## config.mk

```make
export PLATFORM = sky130hd
export DESIGN_NAME = eq_share_arbiter
export DESIGN_NICKNAME = d
export VERILOG_FILES = /design/src/rtl/eq_share_arbiter.sv
export SDC_FILE = /design/constraint.sdc
export NUM_CORES = 1
export LEC_CHECK = 0
export ABC_CLOCK_PERIOD_IN_PS = 4400
export CORE_MARGIN = 2
export CORE_UTILIZATION = 46
export CTS_CLUSTER_DIAMETER = 120
export DETAILED_ROUTE_END_ITERATION = 7
export GPL_TIMING_DRIVEN = 0
export PLACE_DENSITY = 0.85
export SYNTH_ARGS = -nofsm -noshare
export SYNTH_HDL_FRONTEND = slang
export SYNTH_SLANG_ARGS = --single-unit
```

## constraint.sdc

```tcl
create_clock -name clk -period 4.4 [get_ports clk]
set_clock_uncertainty 0.05 [all_clocks]
set_input_delay 0.66 -clock clk [delete_from_list [all_inputs] [get_ports clk]]
set_output_delay 0.66 -clock clk [all_outputs]
set_load 0.005 [all_outputs]
```

## src/rtl/eq_share_arbiter.sv

```systemverilog
// Round-robin arbiter that time-shares one external combinational equality
// comparator among N_REQ requesters and returns each match result with a done pulse.
module eq_share_arbiter #(
    parameter int N_REQ   = 4,
    parameter int W       = 8,
    parameter int CMP_LAT = 1
) (
    input  logic               clk,
    input  logic               reset_n,
    input  logic [N_REQ-1:0]   req,
    input  logic [N_REQ*W-1:0] a_in,
    input  logic [N_REQ*W-1:0] b_in,
    output logic [N_REQ-1:0]   grant,
    output logic [N_REQ-1:0]   done,
    output logic               eq_out,
    output logic               busy,
    output logic [W-1:0]       cmp_a,
    output logic [W-1:0]       cmp_b,
    input  logic               cmp_eq,
    output logic [15:0]        cmp_count
);

    localparam int IW = (N_REQ > 1) ? $clog2(N_REQ) : 1;
    localparam int CW = 4;

    typedef enum logic [1:0] {
        IDLE  = 2'd0,
        DRIVE = 2'd1,
        RESP  = 2'd2
    } state_t;

    state_t             state_q, state_d;
    logic [N_REQ-1:0]   grant_q, grant_d;
    logic [N_REQ-1:0]   done_q, done_d;
    logic               eq_q, eq_d;
    logic [W-1:0]       cmp_a_q, cmp_a_d;
    logic [W-1:0]       cmp_b_q, cmp_b_d;
    logic [15:0]        count_q, count_d;
    logic [CW-1:0]      wait_q, wait_d;
    logic [IW-1:0]      rr_q, rr_d;
    logic [IW-1:0]      owner_q, owner_d;
    logic               pick_valid;
    logic [IW-1:0]      pick_idx;

    // Modular (base + off) over 0..N_REQ-1, valid for any N_REQ, not only powers of two.
    function automatic logic [IW-1:0] wrap_add(input logic [IW-1:0] base, input int off);
        int sum;
        sum = int'(base) + off;
        if (sum >= N_REQ) sum = sum - N_REQ;
        return IW'(sum);
    endfunction

    // Walk offsets downward so the smallest offset from rr_q is the one left standing.
    always_comb begin
        pick_valid = 1'b0;
        pick_idx   = '0;
        for (int off = N_REQ - 1; off >= 0; off--) begin
            if (req[wrap_add(rr_q, off)]) begin
                pick_valid = 1'b1;
                pick_idx   = wrap_add(rr_q, off);
            end
        end
    end

    always_comb begin
        // NOTE: every next-state variable takes its held value first, so no path leaves one unassigned and no latch is inferred.
        state_d = state_q;
        grant_d = grant_q;
        done_d  = done_q;
        eq_d    = eq_q;
        cmp_a_d = cmp_a_q;
        cmp_b_d = cmp_b_q;
        count_d = count_q;
        wait_d  = wait_q;
        rr_d    = rr_q;
        owner_d = owner_q;

        unique case (state_q)
            IDLE: begin
                if (pick_valid) begin
                    state_d           = DRIVE;
                    owner_d           = pick_idx;
                    grant_d           = '0;
                    grant_d[pick_idx] = 1'b1;
                    cmp_a_d           = a_in[int'(pick_idx) * W +: W];
                    cmp_b_d           = b_in[int'(pick_idx) * W +: W];
                    wait_d            = CW'(CMP_LAT - 1);
                end
            end
            DRIVE: begin
                if (wait_q != '0) begin
                    wait_d = wait_q - 1'b1;
                end else begin
                    state_d = RESP;
                    eq_d    = cmp_eq;
                    done_d  = grant_q;
                    count_d = (count_q == 16'hFFFF) ? count_q : count_q + 16'd1;
                    rr_d    = wrap_add(owner_q, 1);
                end
            end
            RESP: begin
                state_d = IDLE;
                done_d  = '0;
                grant_d = '0;
                eq_d    = 1'b0;
            end
            default: begin
                state_d = IDLE;
            end
        endcase
    end

    always_ff @(posedge clk or negedge reset_n) begin
        if (!reset_n) begin
            state_q <= IDLE;
            grant_q <= '0;
            done_q  <= '0;
            eq_q    <= 1'b0;
            cmp_a_q <= '0;
            cmp_b_q <= '0;
            count_q <= '0;
            wait_q  <= '0;
            rr_q    <= '0;
            owner_q <= '0;
        end else begin
            // NOTE: non-blocking updates so every register sees pre-edge values of the others.
            state_q <= state_d;
            grant_q <= grant_d;
            done_q  <= done_d;
            eq_q    <= eq_d;
            cmp_a_q <= cmp_a_d;
            cmp_b_q <= cmp_b_d;
            count_q <= count_d;
            wait_q  <= wait_d;
            rr_q    <= rr_d;
            owner_q <= owner_d;
        end
    end

    assign grant     = grant_q;
    assign done      = done_q;
    assign eq_out    = eq_q;
    assign busy      = (state_q != IDLE);
    assign cmp_a     = cmp_a_q;
    assign cmp_b     = cmp_b_q;
    assign cmp_count = count_q;

endmodule

```

# [Yosys cells after proc, flatten, opt, wreduce, memory -nomap -nowiden]
# Index checks and enable logic that the tools add are counted.
[word_totals] register_bits=51 latchBits=0 ramBits=0 mem_bits_ro=0 inputBits=71 out_inout_bits=42 word_cells=91 memories=0
[classes] addsub=11 mul=0 n_div=0 n_lt_le_gt_ge=11 eq_ne=6 shift=2 muxes=35 bitwise=2 reduce_logical=14
[ops] op="$shiftx A32 B6 Y8" n=2
[ops] op="$pmux W4 S2" n=3
[ops] op="$mux W2" n=11
[ops] op="$add A16 B1 Y16 const B" n=1
[ops] op="$eq A16 B16 Y1 const B" n=1
[ops] op="$mux W4" n=4
[ops] op="$lt A2 B3 Y1 const B" n=5
[ops] op="$ge A3 B3 Y1 const B" n=4
[ops] op="$mux W1" n=10
[ops] op="$reduce_and A2 Y1" n=5
[ops] op="$sub A2 B1 Y2 const B" n=5
[ops] op="$bmux W1 S2" n=4
[ops] op="$reduce_bool A2 Y1" n=4
[ops] op="$add A2 B1 Y3 const B" n=2
[ops] op="$add A2 B2 Y3 const B" n=2
[ops] op="$ne A2 B2 Y1 const B" n=3
[ops] op="$reduce_and A3 Y1" n=2
[ops] op="$pmux W2 S2" n=1
[ops] op="$reduce_bool A4 Y1" n=1
[ops] op="$sub A4 B1 Y4 const B" n=1
[ops] op="$ge A2 B3 Y1 const B" n=1
[ops] op="$demux W1 S2" n=1
[ops] op="$eq A2 B1 Y1 const B" n=1
[ops] op="$eq A2 B2 Y1 const B" n=1
[ops] op="other kinds (5)" n=6

# [Logic depth before layout (Yosys ltp)]
# Gate-level depths: netlist of the first run.
[logic_depth] ltp_word=15 depth_mapped=8

# [Least setup slack after synthesis of the first run]
# OpenSTA, ideal clock, no wires.
[synth_path] path_type="input port to flip-flop" startpoint="input req[0]" endpoint="register cmp_a_q[0] (netlist: cmp_a[0])" setup_time_ns=0.135 t_arrival_ns=1.926 required_ns=4.215 setup_slack_ns=2.289 path_stages=7 n_path_buf=3 cell_sequence="clkbuf_1 > a21oi_1 > o221a_2 > clkbuf_1 > buf_2 > a221oi_1 > o22ai_1"
[synth_between] elab_chain_cells=7 word_cells_on_any_way=18
[synth_lines] item="from (decl)" line_no="10" rtl="input logic [N_REQ-1:0] req,"
[synth_lines] item="$bmux W1 S2" line_no="58" rtl="if (req[wrap_add(rr_q, off)]) begin"
[synth_lines] item="$mux W1 (not written as such)" line_no="58"
[synth_lines] item="$mux W2 / $mux W1 (equally long branches) (4 in a row)" line_no="58"
[synth_lines] item="$shiftx A32 B6 Y8 / $reduce_and A2 Y1 (equally long branches)"
[synth_lines] item="to (signal assigned)" line_no="131" rtl="cmp_a_q <= cmp_a_d;"
[synth_lines] item="to (decl)" line_no="36" rtl="logic [W-1:0] cmp_a_q, cmp_a_d;"
# Parallel ways exist; a longest one is shown, timed or not. The select of a mux whose other input is x is not followed.
# A chain may end at the register's enable or synchronous reset.

# [Final worst setup path of the first run]
[layout_path] startpoint="input req[2]" endpoint="register cmp_b_q[7] (netlist: cmp_b[7])"
[layout_between] elab_chain_cells=7 word_cells_on_any_way=18
[layout_lines] item="$bmux W1 S2" line_no="58"
[layout_lines] item="$mux W1 (not written as such)" line_no="58"
[layout_lines] item="$mux W2 / $mux W1 (equally long branches) (4 in a row)" line_no="58"
[layout_lines] item="$shiftx A32 B6 Y8 / $reduce_and A2 Y1 (equally long branches)"
[layout_lines] item="to (signal assigned)" line_no="132" rtl="cmp_b_q <= cmp_b_d;"
[layout_lines] item="to (decl)" line_no="37" rtl="logic [W-1:0] cmp_b_q, cmp_b_d;"
# Parallel ways exist; a longest one is shown, timed or not. The select of a mux whose other input is x is not followed.

==> impl_metrics.py, run 1 <==
metrics = {
    "floorplanning": {
        "ioPinCount": 113,
        "fp-row-count": 28,
        "initial_core_util_pct": 47.03,
        "dieArea_mm2": 0.006579,
        "die_w_um": 81.11,
        "core_mm2": 0.005816,
        "die_h_um": 81.11,
    },
    "place": {
        "port_buffers": 111,
        "place_congestion": 0.7953,
        "place_area_mm2": 0.003955,
        "place_inst": 468,
        "dp_hpwl_um": 5667,
        "dp_worst_setup_slack_ns": 1.551,
    },
    "sta": {
        "finalWorstSetupSlack_ns": 1.839,
        "final_hold_viol_count": 0,
        "rsz0062_at_grt": "no",
        "whs_ns": 0.2814,
        "slew_headroom_pct": 60.45,
        "fin_crit_ns": 2.561,
        "setup_violations": 0,
        "fmax_ghz": 0.3905,
        "fin_tns_setup_ns": 0,
        "tightest_slew_ns": 0.5933,
        "finalMaxSlewViolations": 0,
        "period_share_pct": 58.20,
    },
    "clock_network": {
        "post-cts-setup-buffers": 0,
        "clk_path_buf_depth": 2,
        "cts_resized": 0,
        "clk_pin_slew_ns": 0.09,
        "h-tree-depth": 2,
        "cts_sinks": 51,
        "numCtsBuffers": 5,
        "root_buffer": "clkbuf_8",
        "clk_latency_ns": 0.30,
        "cts_tree": "done",
        "cts.hold.buffers_added": 0,
    },
    "global_route": {
        "antenna_found_initial": 0,
        "grt_pass1_wl_um": 12070,
        "grt_overflow": 0,
        "grt_max_degree": 30,
        "grt_pass1_vias": 2657,
        "track_usage_pct": 23.57,
    },
    "route": {
        "drcViolationCount": 0,
        "firstDrtPassIters": 7,
        "vias_per_cell": 5.667,
        "ant_nets": 0,
        "vias": 2692,
        "drt-total-wl_um": 7396,
        "drt_iter0_markers": 172,
        "wl_per_cell_um": 15.57,
    },
    "layout": {
        "nets": 473,
        "synthToLayoutAreaGrowth_pct": 48.49,
        "antenna_cells": 0,
        "fin_area_mm2": 0.004061,
        "final_cells": 475,
        "layout-drive-gt1-share_pct": 8.250,
    },
    "run": {
        "cap_violations": 0,
    },
    "synth": {
        "seq_area_frac_synth_pct": 46.66,
        "yosys_register_bits": 51,
        "yosysWarnings": 0,
        "async_flop_share_pct": 100.0,
        "synth.top_cell.area_share_pct": 46.66,
        "synth_edf_count": 0,
        "yosys-top-cells-area": "dfrtp_1 47%, mux2i_1 6.6%, a221oi_1 5.1%",
        "ys_types": 42,
        "avgSynthCellArea_um2": 9.734,
        "synth_most_common_cell": "dfrtp_1",
        "syn_nets": 354,
        "yosysTopAreaCell": "dfrtp_1",
        "synth_commonest_cells": "51 x dfrtp_1, 32 x nor2_1, 28 x nand2_1, 18 x mux2i_1, 18 x o22ai_1",
        "syn-instance-count": 281,
        "syn_area_mm2": 0.002735,
        "synthFlopType": "dfrtp_1",
    },
    "worst_setup_path": {
        "crit_fanout": 10,
        "end_kind": "flip-flop",
        "crit_type": "in -> reg",
        "critPathArrivalTime_ns": 2.69,
        "crit_required_ns": 4.53,
        "startpoint_type": "input port",
    },
    "hold_path": {
        "hold_path_class": "in -> async",
    },
    "run_status": {
        "status": "finished clean",
    },
    "power": {
        "p_leak_nw": 1.693,
        "vdd_drop_max_v": 0.0002663,
        "power.density_mw_per_mm2": 552.7,
    },
}
[cell families after synthesis]
| family | synth area share (%) |
|---|---|
| flops | 46.66 |
| buf+inv | 3.843 |
| fa+ha+maj | 0.9148 |
| compound gates | 18.57 |
| mux | 8.646 |
| simple gates | 18.16 |
| xor+xnor | 3.202 |
[critical path, cell delays in order]
cell	delay, ns
clkdlybuf4s50_1	0.54
nor4_4	0.59
nor2_2	0.21
nand2_1	0.28
buf_2	0.28
o22ai_1	0.12
[final timing paths]
check	from	endpoint	slack, ns	depth (start not counted)
setup reg to reg	wait_q[0]	cmp_count[14]	2.03	7
hold / removal	reset_n	cmp_count[15]	0.28	1
max in group asynchronous	reset_n	cmp_b[6]	3.48	2
min in group clk	owner_q[0]	rr_q[0]	0.44	1
hold reg to reg	owner_q[0]	rr_q[0]	0.44	1
setup / recovery	req[2]	cmp_b[7]	1.84	6
[per-stage QoR]
step / total power, mW / util [%]
floorplan: 1.404 / -
global placement: 1.881 / 67.75
detailed placement: 1.933 / 68.01
CTS: 2.255 / 69.84
global route: 2.422 / 69.84
finish: 2.245 / 69.84
[cell usage in the layout (no fill, tap or decap), drive strengths merged, types with 2 or more instances in the layout]
cell type,netlist,routed
clkdlybuf4s50,0,110
xnor2,7,7
nand2,28,28
nand3,6,6
a21o,2,2
xor2,3,3
a221oi,16,16
nor3b,2,2
a21oi,17,17
mux2i,18,18
o22ai,18,18
a22oi,3,3
and3,3,3
or2,2,2
o21ai,13,13
nand2b,2,2
nor2,33,33
inv,7,7
nor3,4,4
buf,9,11
nand4,4,4
and2,2,2
ha,2,2
mux2,5,5
nor4,5,5
nor2b,2,2
clkbuf,7,12
dfrtp,51,51
[cell type report]
class                   count  area, um2
fillers                   502       1754
multi-input cells         207       1354
flip-flops and latches     51       1276
repair buffers            112       1126
well taps                  75      93.84
plain buffers              16      78.83
clock buffers               5      68.82
clock inverters             2      37.54
inverters                   7      26.28
[state kept, by name, summed over array words and instances, names as in the netlist, 2 cells and up]
signal and flops:
grant 4, owner_q 2, cmp_count 16, done 4
cmp_a 8, cmp_b 8, state_q 2, rr_q 2
wait_q 4
[power by group]
part | leakage (nW) | switching, mW | internal (mW) | total [mW]
clock | 0.0502 | 0.158 | 0.166 | 0.324
sequential | 0.637 | 0.132 | 0.645 | 0.777
combinational | 1.01 | 0.547 | 0.596 | 1.14
total | 1.69 | 0.837 | 1.41 | 2.24
[routing by layer]
metal	track usage, %	up-vias	share of wire (%)
met3	6.778	10	6.9
met5	0	-	0
met1	28.12	1315	40
met2	41.32	96	52
met4	6.780	0	1.2
li1	-	1271	-
Power figures use the tool's default switching activity.
==> run 2, diff against run 1 <==
==> config.mk (replaced) <==
export PLATFORM = sky130hd
export DESIGN_NAME = eq_share_arbiter
export DESIGN_NICKNAME = d
export VERILOG_FILES = /design/src/rtl/eq_share_arbiter.sv
export SDC_FILE = /design/constraint.sdc
export NUM_CORES = 1
export LEC_CHECK = 0
export ABC_CLOCK_PERIOD_IN_PS = 2260
export CORE_MARGIN = 2
export CORE_UTILIZATION = 39
export CTS_CLUSTER_DIAMETER = 120
export DETAILED_ROUTE_END_ITERATION = 7
export GPL_TIMING_DRIVEN = 0
export PLACE_DENSITY = 0.77
export SYNTH_ARGS = -nofsm -noshare
export SYNTH_HDL_FRONTEND = slang
export SYNTH_SLANG_ARGS = --single-unit
==> constraint.sdc (replaced) <==
create_clock -name clk -period 2.26 [get_ports clk]
set_clock_uncertainty 0.05 [all_clocks]
set_input_delay 0.339 -clock clk [delete_from_list [all_inputs] [get_ports clk]]
set_output_delay 0.339 -clock clk [all_outputs]
set_load 0.005 [all_outputs]
==> run 2 against run 1 <==
- via count shrank 2.1%
- core utilization down 9.2 points
- combinational power up 97%
- register-to-register slack got worse by 1.8 ns
- count of clock-buffer cells in the layout did not move
- flip-flop and latch count unchanged
- clock power grew 73%
- critical path depth rose by 2
- total power increased by 93%
- sequential power rose by 96%
- cell count grew 5.3%
- wire length is 0.46% higher
- critical endpoint is now cmp_b[5]
- largest power group unchanged
==> impl_metrics.py, run 2 (synthesized netlist as in run 1, its figures left out) <==
metrics = {
    "floorplanning": {
        "die_h_um": 87.75,
        "core_mm2": 0.006794,
        "fp-row-count": 30,
        "initial_core_util_pct": 40.26,
        "dieArea_mm2": 0.007699,
        "ioPinCount": 113,
        "die_w_um": 87.75,
    },
    "sta": {
        "tightest_slew_ns": 0.6115,
        "rsz0062_at_grt": "no",
        "slew_headroom_pct": 59.24,
        "period_share_pct": 95.06,
        "finalMaxSlewViolations": 0,
        "fin_crit_ns": 2.148,
        "fmax_ghz": 0.4655,
        "final_hold_viol_count": 0,
        "setup_violations": 0,
        "whs_ns": 0.4394,
    },
    "clock_network": {
        "clk_path_buf_depth": 2,
        "clk_latency_ns": 0.31,
        "root_buffer": "clkbuf_8",
        "clk_pin_slew_ns": 0.11,
        "h-tree-depth": 2,
        "numCtsBuffers": 5,
        "cts_tree": "done",
        "cts_sinks": 51,
    },
    "route": {
        "wl_per_cell_um": 14.86,
        "drt_iter0_markers": 88,
        "drt-total-wl_um": 7430,
        "drcViolationCount": 0,
        "vias": 2635,
        "vias_per_cell": 5.270,
        "firstDrtPassIters": 4,
        "ant_nets": 0,
    },
    "worst_setup_path": {
        "critPathArrivalTime_ns": 2.30,
        "end_kind": "flip-flop",
        "cpMaxStageDelayCell": "clkdlybuf4s50_1",
        "worstPathCellList": "clkdlybuf4s50_1, a21boi_0, o22ai_1, a21oi_1, buf_4, buf_4, mux2i_1, o22ai_1",
        "crit_path_max_incr_delay_ns": 0.66,
        "startpoint_type": "input port",
        "crit_required_ns": 2.41,
        "crit_fanout": 10,
        "crit_type": "in -> reg",
    },
    "global_route": {
        "grt_max_degree": 38,
        "track_usage_pct": 20.15,
        "grt_pass1_wl_um": 12220,
        "grt_overflow": 0,
        "antenna_found_initial": 0,
        "grt_pass1_vias": 2613,
    },
    "layout": {
        "final_common_cell": "clkdlybuf4s50_1",
        "nets": 476,
        "synthToLayoutAreaGrowth_pct": 50.64,
        "final_cell_mix": "110 x clkdlybuf4s50_1, 51 x dfrtp_1, 32 x nor2_1",
        "antenna_cells": 0,
        "largest_reg_flops": 16,
        "fin_util_pct": 60.64,
        "layout-drive-gt1-share_pct": 9.158,
    },
    "power": {
        "p_total_mw": 4.325,
        "p_leak_nw": 1.706,
        "vdd_drop_max_v": 0.0004538,
        "power.density_mw_per_mm2": 1050,
    },
    "run": {
        "cap_violations": 0,
    },
    "place": {
        "port_buffers": 111,
        "dp_hpwl_um": 5566,
        "place_congestion": 0.7974,
    },
    "hold_path": {
        "hold_path_class": "in -> async",
    },
    "run_status": {
        "status": "finished clean",
    },
}
-- run 2: routing by layer --
layer / track usage, % / vias up / wire length, um
li1: - / 1279 / -
met1: 24.81 / 1252 / 3142
met2: 34.50 / 96 / 3671
met3: 5.561 / 8 / 520
met4: 6.014 / 0 / 95
met5: 0 / - / 0
-- run 2: worst paths after layout --
kind	start	endpoint	slack, ns	cells after the start
setup / recovery	req[1]	cmp_b[5]	0.11	8
hold / removal	reset_n	wait_q[2]	0.44	2
setup reg to reg	state_q[0]	cmp_b[4]	0.18	7
hold reg to reg	owner_q[0]	rr_q[0]	0.45	1
max in group asynchronous	reset_n	cmp_count[14]	1.20	3
min in group clk	owner_q[0]	rr_q[0]	0.45	1
-- run 2: worst max-delay path: cells and delay by family --
kind | cells | cell delay (ns)
buffers and inverters | 3 | 1.14
AOI/OAI and AO/OA | 4 | 0.58
muxes | 1 | 0.23
-- run 2: where the power goes --
part           internal (mW)  leakage (nW)  switching [mW]
Sequential              1.25         0.637           0.263
Clock                  0.228        0.0463           0.332
Combinational           1.19          1.02            1.06
Total                   2.67          1.71            1.66
-- run 2: per-stage QoR --
| step | setup WS, ns | cell area [um2] | setup TNS (ns) | instances |
|---|---|---|---|---|
| CTS | 0.01219 | 4095 | 0 | 499 |
| global placement | -0.7384 | 3966 | -40.15 | 488 |
| finish | 0.1116 | 4120 | 0 | 500 |
| detailed placement | -0.3323 | 3981 | -3.853 | 489 |
| global route | 0.02057 | 4120 | 0 | 500 |
| floorplan | 0.1872 | 2735 | 0 | 281 |
-- run 2: final cells by class --
cell class | instances | area, um2
Fill cell | 609 | 2674
Multi-Input combinational cell | 207 | 1371
Sequential cell | 51 | 1276
Timing Repair Buffer | 115 | 1151
Tap cell | 96 | 120.1
Buffer | 16 | 78.83
Clock buffer | 5 | 68.82
Clock inverter | 3 | 27.53
Inverter | 7 | 26.28
-- run 2: timing repair --
action                                  CTS  global route
hold endpoints to repair                 14             0
endpoints found under the setup margin    2            11
buffers inserted                          1             1
hold buffers                              1             0
pin swaps                                 0             1
resized for setup                         0             3
